===== config.mk =====
export PLATFORM = sky130hd
export DESIGN_NAME = phase_generator_flat
export DESIGN_NICKNAME = d
export VERILOG_FILES = /design/src/rtl/phase_generator_pkg.sv /design/src/rtl/phase_generator_if.sv /design/src/rtl/phase_generator.sv /design/src/flat_wrapper.sv
export SDC_FILE = /design/constraint.sdc
export NUM_CORES = 1
export LEC_CHECK = 0
export CAP_MARGIN = 20
export CORE_MARGIN = 3
export CORE_UTILIZATION = 49
export DETAILED_ROUTE_END_ITERATION = 10
export DONT_BUFFER_PORTS = 1
export SKIP_CTS_REPAIR_TIMING = 1
export SYNTH_ARGS = -nofsm -noshare
export SYNTH_HDL_FRONTEND = slang
export SYNTH_SLANG_ARGS = --single-unit

===== constraint.sdc =====
create_clock -name sys_clock -period 3.2 [get_ports sys_clock]
set_input_delay 0.32 -clock sys_clock [delete_from_list [all_inputs] [get_ports sys_clock]]
set_output_delay 0.32 -clock sys_clock [all_outputs]
set_load 0.05 [all_outputs]

===== src/rtl/phase_generator_pkg.sv =====
// Shared types and constants for the two-phase CPU clock generator.
package phase_pkg;

  // Width of the in-state cycle counter; wide enough for the longest phase.
  localparam int CNT_WIDTH = 8;

  // Phase sequencer states. HALT parks the CPU between cycles.
  typedef enum logic [2:0] {
    HALT,
    PHI1,
    GAP12,
    PHI2,
    GAP21
  } phase_state_e;

  // True when the phase timing fits the counter and the gap range.
  function automatic bit timing_params_ok(input int half_period, input int gap_cycles);
    return (half_period >= 1) && (half_period <= 255) &&
           (gap_cycles >= 0) && (gap_cycles <= 15);
  endfunction

endpackage


===== src/rtl/phase_generator_if.sv =====
// Control inputs and clock/strobe outputs of the phase generator.
interface phase_generator_if #(
  parameter int COUNT_WIDTH = 16
) ();

  // Control from the debug/bus side
  logic                   enable;
  logic                   step;
  logic                   rdy;
  logic                   rw;

  // Phase clocks, edge strobes and status
  logic                   phi1;
  logic                   phi2;
  logic                   phase_1_rising;
  logic                   phase_1_falling;
  logic                   phase_2_rising;
  logic                   phase_2_falling;
  logic                   halted;
  logic [COUNT_WIDTH-1:0] cycle_count;

  // Drives control and observes the clocks (testbench / debug controller)
  modport master (
    output enable, step, rdy, rw,
    input  phi1, phi2, phase_1_rising, phase_1_falling,
    input  phase_2_rising, phase_2_falling, halted, cycle_count
  );

  // The generator itself
  modport slave (
    input  enable, step, rdy, rw,
    output phi1, phi2, phase_1_rising, phase_1_falling,
    output phase_2_rising, phase_2_falling, halted, cycle_count
  );

endinterface


===== src/rtl/phase_generator.sv =====
// Two-phase non-overlapping clock generator with RDY stall, run/halt and
// single-step. Every output is a register loaded from next-state decode, so
// the edge strobes line up exactly with the level changes of phi1/phi2.
module phase_generator
  import phase_pkg::*;
#(
  parameter int HALF_PERIOD = 4,
  parameter int GAP_CYCLES  = 1,
  parameter int COUNT_WIDTH = 16
) (
  input  logic             sys_clock,
  input  logic             reset,
  phase_generator_if.slave pg
);

  if (!timing_params_ok(HALF_PERIOD, GAP_CYCLES)) begin : g_bad_params
    $error("phase_generator: HALF_PERIOD must be 1..255 and GAP_CYCLES 0..15");
  end

  localparam logic [CNT_WIDTH-1:0] HALF_LAST = CNT_WIDTH'(HALF_PERIOD - 1);
  localparam logic [CNT_WIDTH-1:0] GAP_LAST  = CNT_WIDTH'((GAP_CYCLES > 0) ? GAP_CYCLES - 1 : 0);
  localparam bit                   HAS_GAP   = (GAP_CYCLES > 0);

  phase_state_e           state_q, state_d;
  logic [CNT_WIDTH-1:0]   cnt_q, cnt_d;
  // Set by reset: the first clock afterwards is treated as a fresh PHI1 entry.
  logic                   entry_pending_q, entry_pending_d;
  // A step pulse seen while a cycle is running, consumed at the cycle boundary.
  logic                   step_lat_q, step_lat_d;
  logic                   count_inc;
  logic                   boundary;

  logic                   phi1_q, phi1_d;
  logic                   phi2_q, phi2_d;
  logic                   p1_rise_q, p1_rise_d;
  logic                   p1_fall_q, p1_fall_d;
  logic                   p2_rise_q, p2_rise_d;
  logic                   p2_fall_q, p2_fall_d;
  logic                   halted_q, halted_d;
  logic [COUNT_WIDTH-1:0] cycle_count_q, cycle_count_d;

  // Next-state decode: phase sequencing, RDY stall, cycle-boundary run/halt.
  always_comb begin
    // NOTE: every variable gets a default before any branch; a path that
    // leaves one unassigned would infer a latch.
    state_d         = state_q;
    cnt_d           = cnt_q;
    entry_pending_d = 1'b0;
    step_lat_d      = step_lat_q;
    count_inc       = 1'b0;
    boundary        = 1'b0;

    if (state_q != HALT && pg.step) begin
      step_lat_d = 1'b1;
    end

    if (entry_pending_q) begin
      state_d = PHI1;
    end else begin
      unique case (state_q)
        HALT: begin
          if (pg.enable || pg.step) state_d = PHI1;
        end
        PHI1: begin
          if (cnt_q == HALF_LAST) begin
            // A read with RDY low holds phi1 high and freezes the count.
            if (!(pg.rw && !pg.rdy)) state_d = HAS_GAP ? GAP12 : PHI2;
          end else begin
            cnt_d = cnt_q + 1'b1;
          end
        end
        GAP12: begin
          if (cnt_q == GAP_LAST) state_d = PHI2;
          else                   cnt_d   = cnt_q + 1'b1;
        end
        PHI2: begin
          if (cnt_q == HALF_LAST) begin
            count_inc = 1'b1;
            if (HAS_GAP) state_d  = GAP21;
            else         boundary = 1'b1;
          end else begin
            cnt_d = cnt_q + 1'b1;
          end
        end
        GAP21: begin
          if (cnt_q == GAP_LAST) boundary = 1'b1;
          else                   cnt_d    = cnt_q + 1'b1;
        end
        default: state_d = HALT;
      endcase
    end

    if (boundary) begin
      state_d    = (pg.enable || step_lat_q || pg.step) ? PHI1 : HALT;
      step_lat_d = 1'b0;
    end

    if (state_d != state_q || entry_pending_q) begin
      cnt_d = '0;
    end
  end

  // Output decode from the next state; strobes compare against current levels.
  always_comb begin
    phi1_d        = (state_d == PHI1);
    phi2_d        = (state_d == PHI2);
    halted_d      = (state_d == HALT);
    p1_rise_d     =  phi1_d & ~phi1_q;
    p1_fall_d     = ~phi1_d &  phi1_q;
    p2_rise_d     =  phi2_d & ~phi2_q;
    p2_fall_d     = ~phi2_d &  phi2_q;
    cycle_count_d = cycle_count_q + COUNT_WIDTH'(count_inc);
  end

  // State and output registers with synchronous active-high reset.
  always_ff @(posedge sys_clock) begin
    // NOTE: non-blocking assignments so every register samples the values
    // from before this edge, independent of statement order.
    if (reset) begin
      state_q         <= PHI1;
      cnt_q           <= '0;
      entry_pending_q <= 1'b1;
      step_lat_q      <= 1'b0;
      phi1_q          <= 1'b0;
      phi2_q          <= 1'b0;
      p1_rise_q       <= 1'b0;
      p1_fall_q       <= 1'b0;
      p2_rise_q       <= 1'b0;
      p2_fall_q       <= 1'b0;
      halted_q        <= 1'b0;
      cycle_count_q   <= '0;
    end else begin
      state_q         <= state_d;
      cnt_q           <= cnt_d;
      entry_pending_q <= entry_pending_d;
      step_lat_q      <= step_lat_d;
      phi1_q          <= phi1_d;
      phi2_q          <= phi2_d;
      p1_rise_q       <= p1_rise_d;
      p1_fall_q       <= p1_fall_d;
      p2_rise_q       <= p2_rise_d;
      p2_fall_q       <= p2_fall_d;
      halted_q        <= halted_d;
      cycle_count_q   <= cycle_count_d;
    end
  end

  assign pg.phi1            = phi1_q;
  assign pg.phi2            = phi2_q;
  assign pg.phase_1_rising  = p1_rise_q;
  assign pg.phase_1_falling = p1_fall_q;
  assign pg.phase_2_rising  = p2_rise_q;
  assign pg.phase_2_falling = p2_fall_q;
  assign pg.halted          = halted_q;
  assign pg.cycle_count     = cycle_count_q;

  // The two phases must never overlap.
  a_phases_exclusive: assert property (@(posedge sys_clock) !(phi1_q && phi2_q));

endmodule


===== src/flat_wrapper.sv =====
// flat-port wrapper written by rule: the top's interface ports become plain ports
module phase_generator_flat import phase_pkg::*;
#(
  parameter int HALF_PERIOD = 4,
  parameter int GAP_CYCLES  = 1,
  parameter int COUNT_WIDTH = 16
)
  (sys_clock, reset, pg_enable, pg_step, pg_rdy, pg_rw, pg_phi1, pg_phi2, pg_phase_1_rising, pg_phase_1_falling, pg_phase_2_rising, pg_phase_2_falling, pg_halted, pg_cycle_count);
  phase_generator_if #(.COUNT_WIDTH(COUNT_WIDTH)) pg_i ();
  input  logic sys_clock;
  input  logic reset;
  input wire logic [$bits(pg_i.enable)-1:0] pg_enable;
  input wire logic [$bits(pg_i.step)-1:0] pg_step;
  input wire logic [$bits(pg_i.rdy)-1:0] pg_rdy;
  input wire logic [$bits(pg_i.rw)-1:0] pg_rw;
  output wire logic [$bits(pg_i.phi1)-1:0] pg_phi1;
  output wire logic [$bits(pg_i.phi2)-1:0] pg_phi2;
  output wire logic [$bits(pg_i.phase_1_rising)-1:0] pg_phase_1_rising;
  output wire logic [$bits(pg_i.phase_1_falling)-1:0] pg_phase_1_falling;
  output wire logic [$bits(pg_i.phase_2_rising)-1:0] pg_phase_2_rising;
  output wire logic [$bits(pg_i.phase_2_falling)-1:0] pg_phase_2_falling;
  output wire logic [$bits(pg_i.halted)-1:0] pg_halted;
  output wire logic [$bits(pg_i.cycle_count)-1:0] pg_cycle_count;
  assign pg_i.enable = pg_enable;
  assign pg_i.step = pg_step;
  assign pg_i.rdy = pg_rdy;
  assign pg_i.rw = pg_rw;
  assign pg_phi1 = pg_i.phi1;
  assign pg_phi2 = pg_i.phi2;
  assign pg_phase_1_rising = pg_i.phase_1_rising;
  assign pg_phase_1_falling = pg_i.phase_1_falling;
  assign pg_phase_2_rising = pg_i.phase_2_rising;
  assign pg_phase_2_falling = pg_i.phase_2_falling;
  assign pg_halted = pg_i.halted;
  assign pg_cycle_count = pg_i.cycle_count;
  phase_generator #(.HALF_PERIOD(HALF_PERIOD), .GAP_CYCLES(GAP_CYCLES), .COUNT_WIDTH(COUNT_WIDTH)) u_core (.sys_clock(sys_clock), .reset(reset), .pg(pg_i));
endmodule

Yosys cells after proc, flatten, opt, wreduce, memory -nomap -nowiden
Index checks and enable logic that the tools add are counted.
Widths: inputs -> output; s select.

storage, ports and cells
  register bits = 36
  output and inout port bits = 23

cells by class
  $add $sub $neg = 2
  equality and inequality tests = 10
  mux-type cells = 19
  bitwise gates (word level) = 9
  reduce and logical (&&, ||, !) cells = 17

operators with widths
  operator             count
  $mux 3               7
  $add 16x1->16        1
  $mux 8               2
  $pmux 8 s2           1
  $pmux 3 s5           1
  $eq 3x2->1 const B   3
  $add 8x1->8 const B  1
  $eq 8x2->1 const B   1
  $logic_not 8->1      1
  $mux 1               8
  $reduce_or 2->1      4
  $eq 3x1->1 const B   2
  $logic_not 3->1      2
  $not 1->1            5
  $and 1x1->1          4
  $logic_or 1x1->1     4
  $ne 2x2->1 const B   2
  $reduce_and 4->1     1
  $eq 3x3->1 const B   1
  $ne 3x3->1           1
  $reduce_bool 3->1    1
  $logic_and 1x1->1    2
  $reduce_bool 2->1    1
  $logic_not 1->1      1

Logic depth before layout (Yosys ltp)
  depth in word-level cells = 10
  gate-level depth with buffers = 10
  mapped depth without buffers = 9

Worst setup path after synthesis
No wires, ideal clock.

  path type = reg-to-reg
  start point = register u_core.cnt_q[2]
  end point = register u_core.cycle_count_q[14] (netlist: u_core.pg.cycle_count[14])
  setup time = 0.128 ns
  arrival = 1.996 ns
  required time = 3.072 ns
  path slack = 1.076 ns
  cell stages (with the launch flop) = 10
  cells stage by stage = dfxtp_1 -> nor4_4 -> nand4_1 -> nor2_1 -> ha_1 -> ha_1 -> and4_1 -> nand4_1 -> xor2_1 -> nor2_1

between the ends
  cells in the longest elaborated chain, start to end = 5

ends and longest elaborated chain
  item                    RTL line                text
  from (decl)             phase_generator.sv:25   logic [CNT_WIDTH-1:0] cnt_q, cnt_d;
  from (signal assigned)  phase_generator.sv:134  cnt_q <= cnt_d;
  $eq 8x2->1              phase_generator.sv:77   if (cnt_q == HALF_LAST) begin
  $mux 1                  phase_generator.sv:77
  $mux 1                  phase_generator.sv:60   unique case (state_q)
  $mux 1                  phase_generator.sv:57   if (entry_pending_q) begin
  $add 16x1->16           phase_generator.sv:112  cycle_count_d = cycle_count_q + COUNT_WIDTH'(count_inc);
  to (signal assigned)    phase_generator.sv:144  cycle_count_q <= cycle_count_d;
  to (decl)               phase_generator.sv:40   logic [COUNT_WIDTH-1:0] cycle_count_q, cycle_count_d;

No other way between the ends.
A chain may end at the register's enable or synchronous reset.

Worst setup path after layout
  start point = register u_core.cnt_q[2]
  end point = register u_core.cycle_count_q[13] (netlist: u_core.pg.cycle_count[13])

The elaborated chain is that of the path after synthesis.

==> results.tsv <==
stage	metric	value	unit
status	outcome	complete, no violations	
setup_path	r2r_start	u_core.cnt_q[2]	
clock_network	cts_tree	yes	
routing	drtAntennaViolNets	0	
clock_network	cts_buffers	5	
routing	firstDrtPassIters	4	
sta	post-route-period-util	0.7610	
synth	ys_ff_latch	36	
placed_design	dpl.cell_count	228	
final_layout	fin_area	0.001784	mm2
worst_hold_path	min-delay-start	reset	
clock_network	max-clock-path-buffers	2	
sta	min_period	2.435	ns
synth	synth_area_per_cell	8.792	um2
setup_path	cp.arrival	2.72	ns
pwr	p_per_area	448.7	mW/mm2
final_layout	finalNetCount	202	
synth	synthCells	189	
sta	fin_setup_tns	0	ns
synth	synth_cell_type_count	37	
placed_design	pre_cts_ws	0.7877	ns
final_layout	regArea	720.7	um2
floorplanning	initial_utilization	0.5270	
sta	worst_pin_slew	0.6712	ns
routing	wire_per_inst	12.94	um
final_layout	insertedDiodeCount	0	
setup_path	critPathKind	flip-flop to flip-flop	
global_route	use_met3	0.08260	
floorplanning	die_w	64.23	um
floorplanning	die_h	64.23	um
setup_path	start_kind	flip-flop	
routing	via_per_inst	5.468	
global_route	met1_usage	0.2035	
setup_path	end_kind	flip-flop	
placed_design	dpl.hpwl	2247	um
global_route	grt_busiest_layer	met2	
placed_design	place_congestion	0.8067	
sta	slew_violations	0	
clock_network	ctsHtreeMaxLevel	2	
floorplanning	die_area	0.004125	mm2
sta	rsz0062_at_grt	false	
final_layout	syn2layout_area_growth	7.379	%
floorplanning	io-pin-count	29	
run	drv_cap	0	
final_layout	fillers	306	
synth	syn-num-nets	199	
global_route	grt_pass1_wl	5430	um
sta	finalClockSkew	0.01118	ns
clock_network	insertion_delay	0.34	ns
routing	vias	1296	
clock_network	cts-root-buf	clkbuf_4	
sta	slew_headroom	0.5519	
sta	clock.fmax	410.6	MHz
sta	hold_viol_final	0	
synth	synth_area	0.001662	mm2
sta	fin_ws	0.7647	ns
final_layout	layoutNonFillerInstCount	237	
clock_network	clock_sink_count	36	
global_route	grt_pass1_vias	1229	
setup_path	cp_max_fo	7	
routing	dr.first_iter.drc_count	73	
pwr	p_leak	0.6767	nW
sta	whs	0.03550	ns
sta	setup_viol	0	
clock_network	cts.reportedPaths.clkPinSlew	0.12	ns
routing	wl	3066	um
global_route	grt_max_degree	25	
final_layout	multiInputGateArea	903.4	um2
placed_design	dpl-instance-area	0.001694	mm2
placed_design	portBuffers	0	
pwr	p_total	0.8006	mW
floorplanning	rows	20	
final_layout	final_layout_size_suffix_gt1_frac	0.09326	
setup_path	crit_start	u_core.cnt_q[2]	
global_route	gr-usage-all-layers	0.1673	
final_layout	finish.utilization	0.5659	
routing	drc	0	
floorplanning	core	0.003153	mm2
global_route	antenna_found_initial	0	
global_route	grt_use_met2	0.2516	
setup_path	cp.required	3.48	ns
pwr	vdd_drop_max	0.0002351	V
worst_hold_path	hold_class	input port to flip-flop	
synth	yosysWarnings	0	
synth	seq_area_frac_synth	0.4337	
global_route	gr-total-overflow	0	
## final timing paths
path                                                  end  slack [ns]  cells after the start
worst max-delay path            u_core.pg.cycle_count[13]        0.76                      9
worst min-delay path                    u_core.state_q[1]        0.04                      1
worst max register to register  u_core.pg.cycle_count[13]        0.76                      9
worst min register to register          u_core.step_lat_q        0.52                      2
## critical path: stages (launching register included)
cell and delay, ns:
dfxtp_1 0.40, nor4_4 0.42, nand4_1 0.20, nor2_1 0.20, ha_1 0.22, nand3_1 0.11
nor3_1 0.40, nand3_1 0.15, xor2_1 0.18, nor2_1 0.10
## cell type report
cell class | instances | share of cell area
clock buffer | 5 | 0.02104
clock inverter | 3 | 0.02384
inverter | 4 | 0.008415
multi-input combinational | 144 | 0.5063
sequential | 36 | 0.4039
tap | 44 | 0.03086
timing repair buffer | 1 | 0.005610
## cell families (layout without fill, tap and decap cells)
group           Yosys count  in the layout  synth area share
simple gates            101            101            0.3283
flops                    36             36            0.4337
xor+xnor                 21             21            0.1107
compound gates           16             16           0.06250
buf+inv                   9             13           0.02259
fa+ha+maj                 4              4           0.03012
mux                       2              2           0.01205
## cell usage after synthesis, drive strengths merged
cell type / instances / share of area
dfxtp: 36 / 0.43
nor2: 34 / 0.077
nand2: 14 / 0.032
xor2: 11 / 0.058
nand3: 10 / 0.030
xnor2: 10 / 0.053
a21oi: 8 / 0.026
nor3: 8 / 0.024
and3: 7 / 0.027
nand4: 6 / 0.023
ha: 4 / 0.030
inv: 4 / 0.0090
o21ai: 4 / 0.012
buf: 3 / 0.0090
nand2b: 3 / 0.011
nor2b: 3 / 0.011
clkbuf: 2 / 0.0045
mux2i: 2 / 0.012
nor3b: 2 / 0.012
nor4: 2 / 0.017
nor4b: 2 / 0.018
nor4bb: 2 / 0.012
or2: 2 / 0.0075
or3: 2 / 0.0083
a221o: 1 / 0.0068
a41oi: 1 / 0.0053
and2: 1 / 0.0038
and3b: 1 / 0.0053
and4: 1 / 0.0053
nand3b: 1 / 0.0045
o2111a: 1 / 0.0068
o221ai: 1 / 0.0053
## layer usage
metal  vias up  part of all wire
met2        40              0.46
met3         4             0.083
met1       593              0.45
met5         -                 0
li1        659                 -
met4         0            0.0075
## sequential cells by signal (all words and copies together), names as in the netlist
signal / cells
u_core.pg.phase_1_rising: 1
u_core.pg.phase_2_rising: 1
u_core.pg.phase_1_falling: 1
u_core.state_q: 3
u_core.entry_pending_q: 1
u_core.pg.cycle_count: 16
u_core.step_lat_q: 1
u_core.pg.phi2: 1
u_core.cnt_q: 8
u_core.pg.halted: 1
u_core.pg.phi1: 1
u_core.pg.phase_2_falling: 1
## power by group
| group | internal, mW | total [mW] | switching, mW |
|---|---|---|---|
| clock | 0.163 | 0.318 | 0.155 |
| sequential | 0.452 | 0.461 | 0.00889 |
| combinational | 0.00966 | 0.0217 | 0.0120 |
## layout by cell type, fill, tap and decap left out, types with 2 or more instances in the layout
cell type,count
dfxtp_1,36
nor2_1,34
nand2_1,14
xor2_1,11
nand3_1,10
xnor2_1,10
nor3_1,8
a21oi_1,7
nand4_1,6
and3_1,6
clkbuf_4,5
inv_1,4
o21ai_0,4
ha_1,4
nor2b_1,3
nand2b_1,3
nor4b_2,2
or2_2,2
mux2i_1,2
nor4bb_1,2
(Power assumes the default switching activity.)
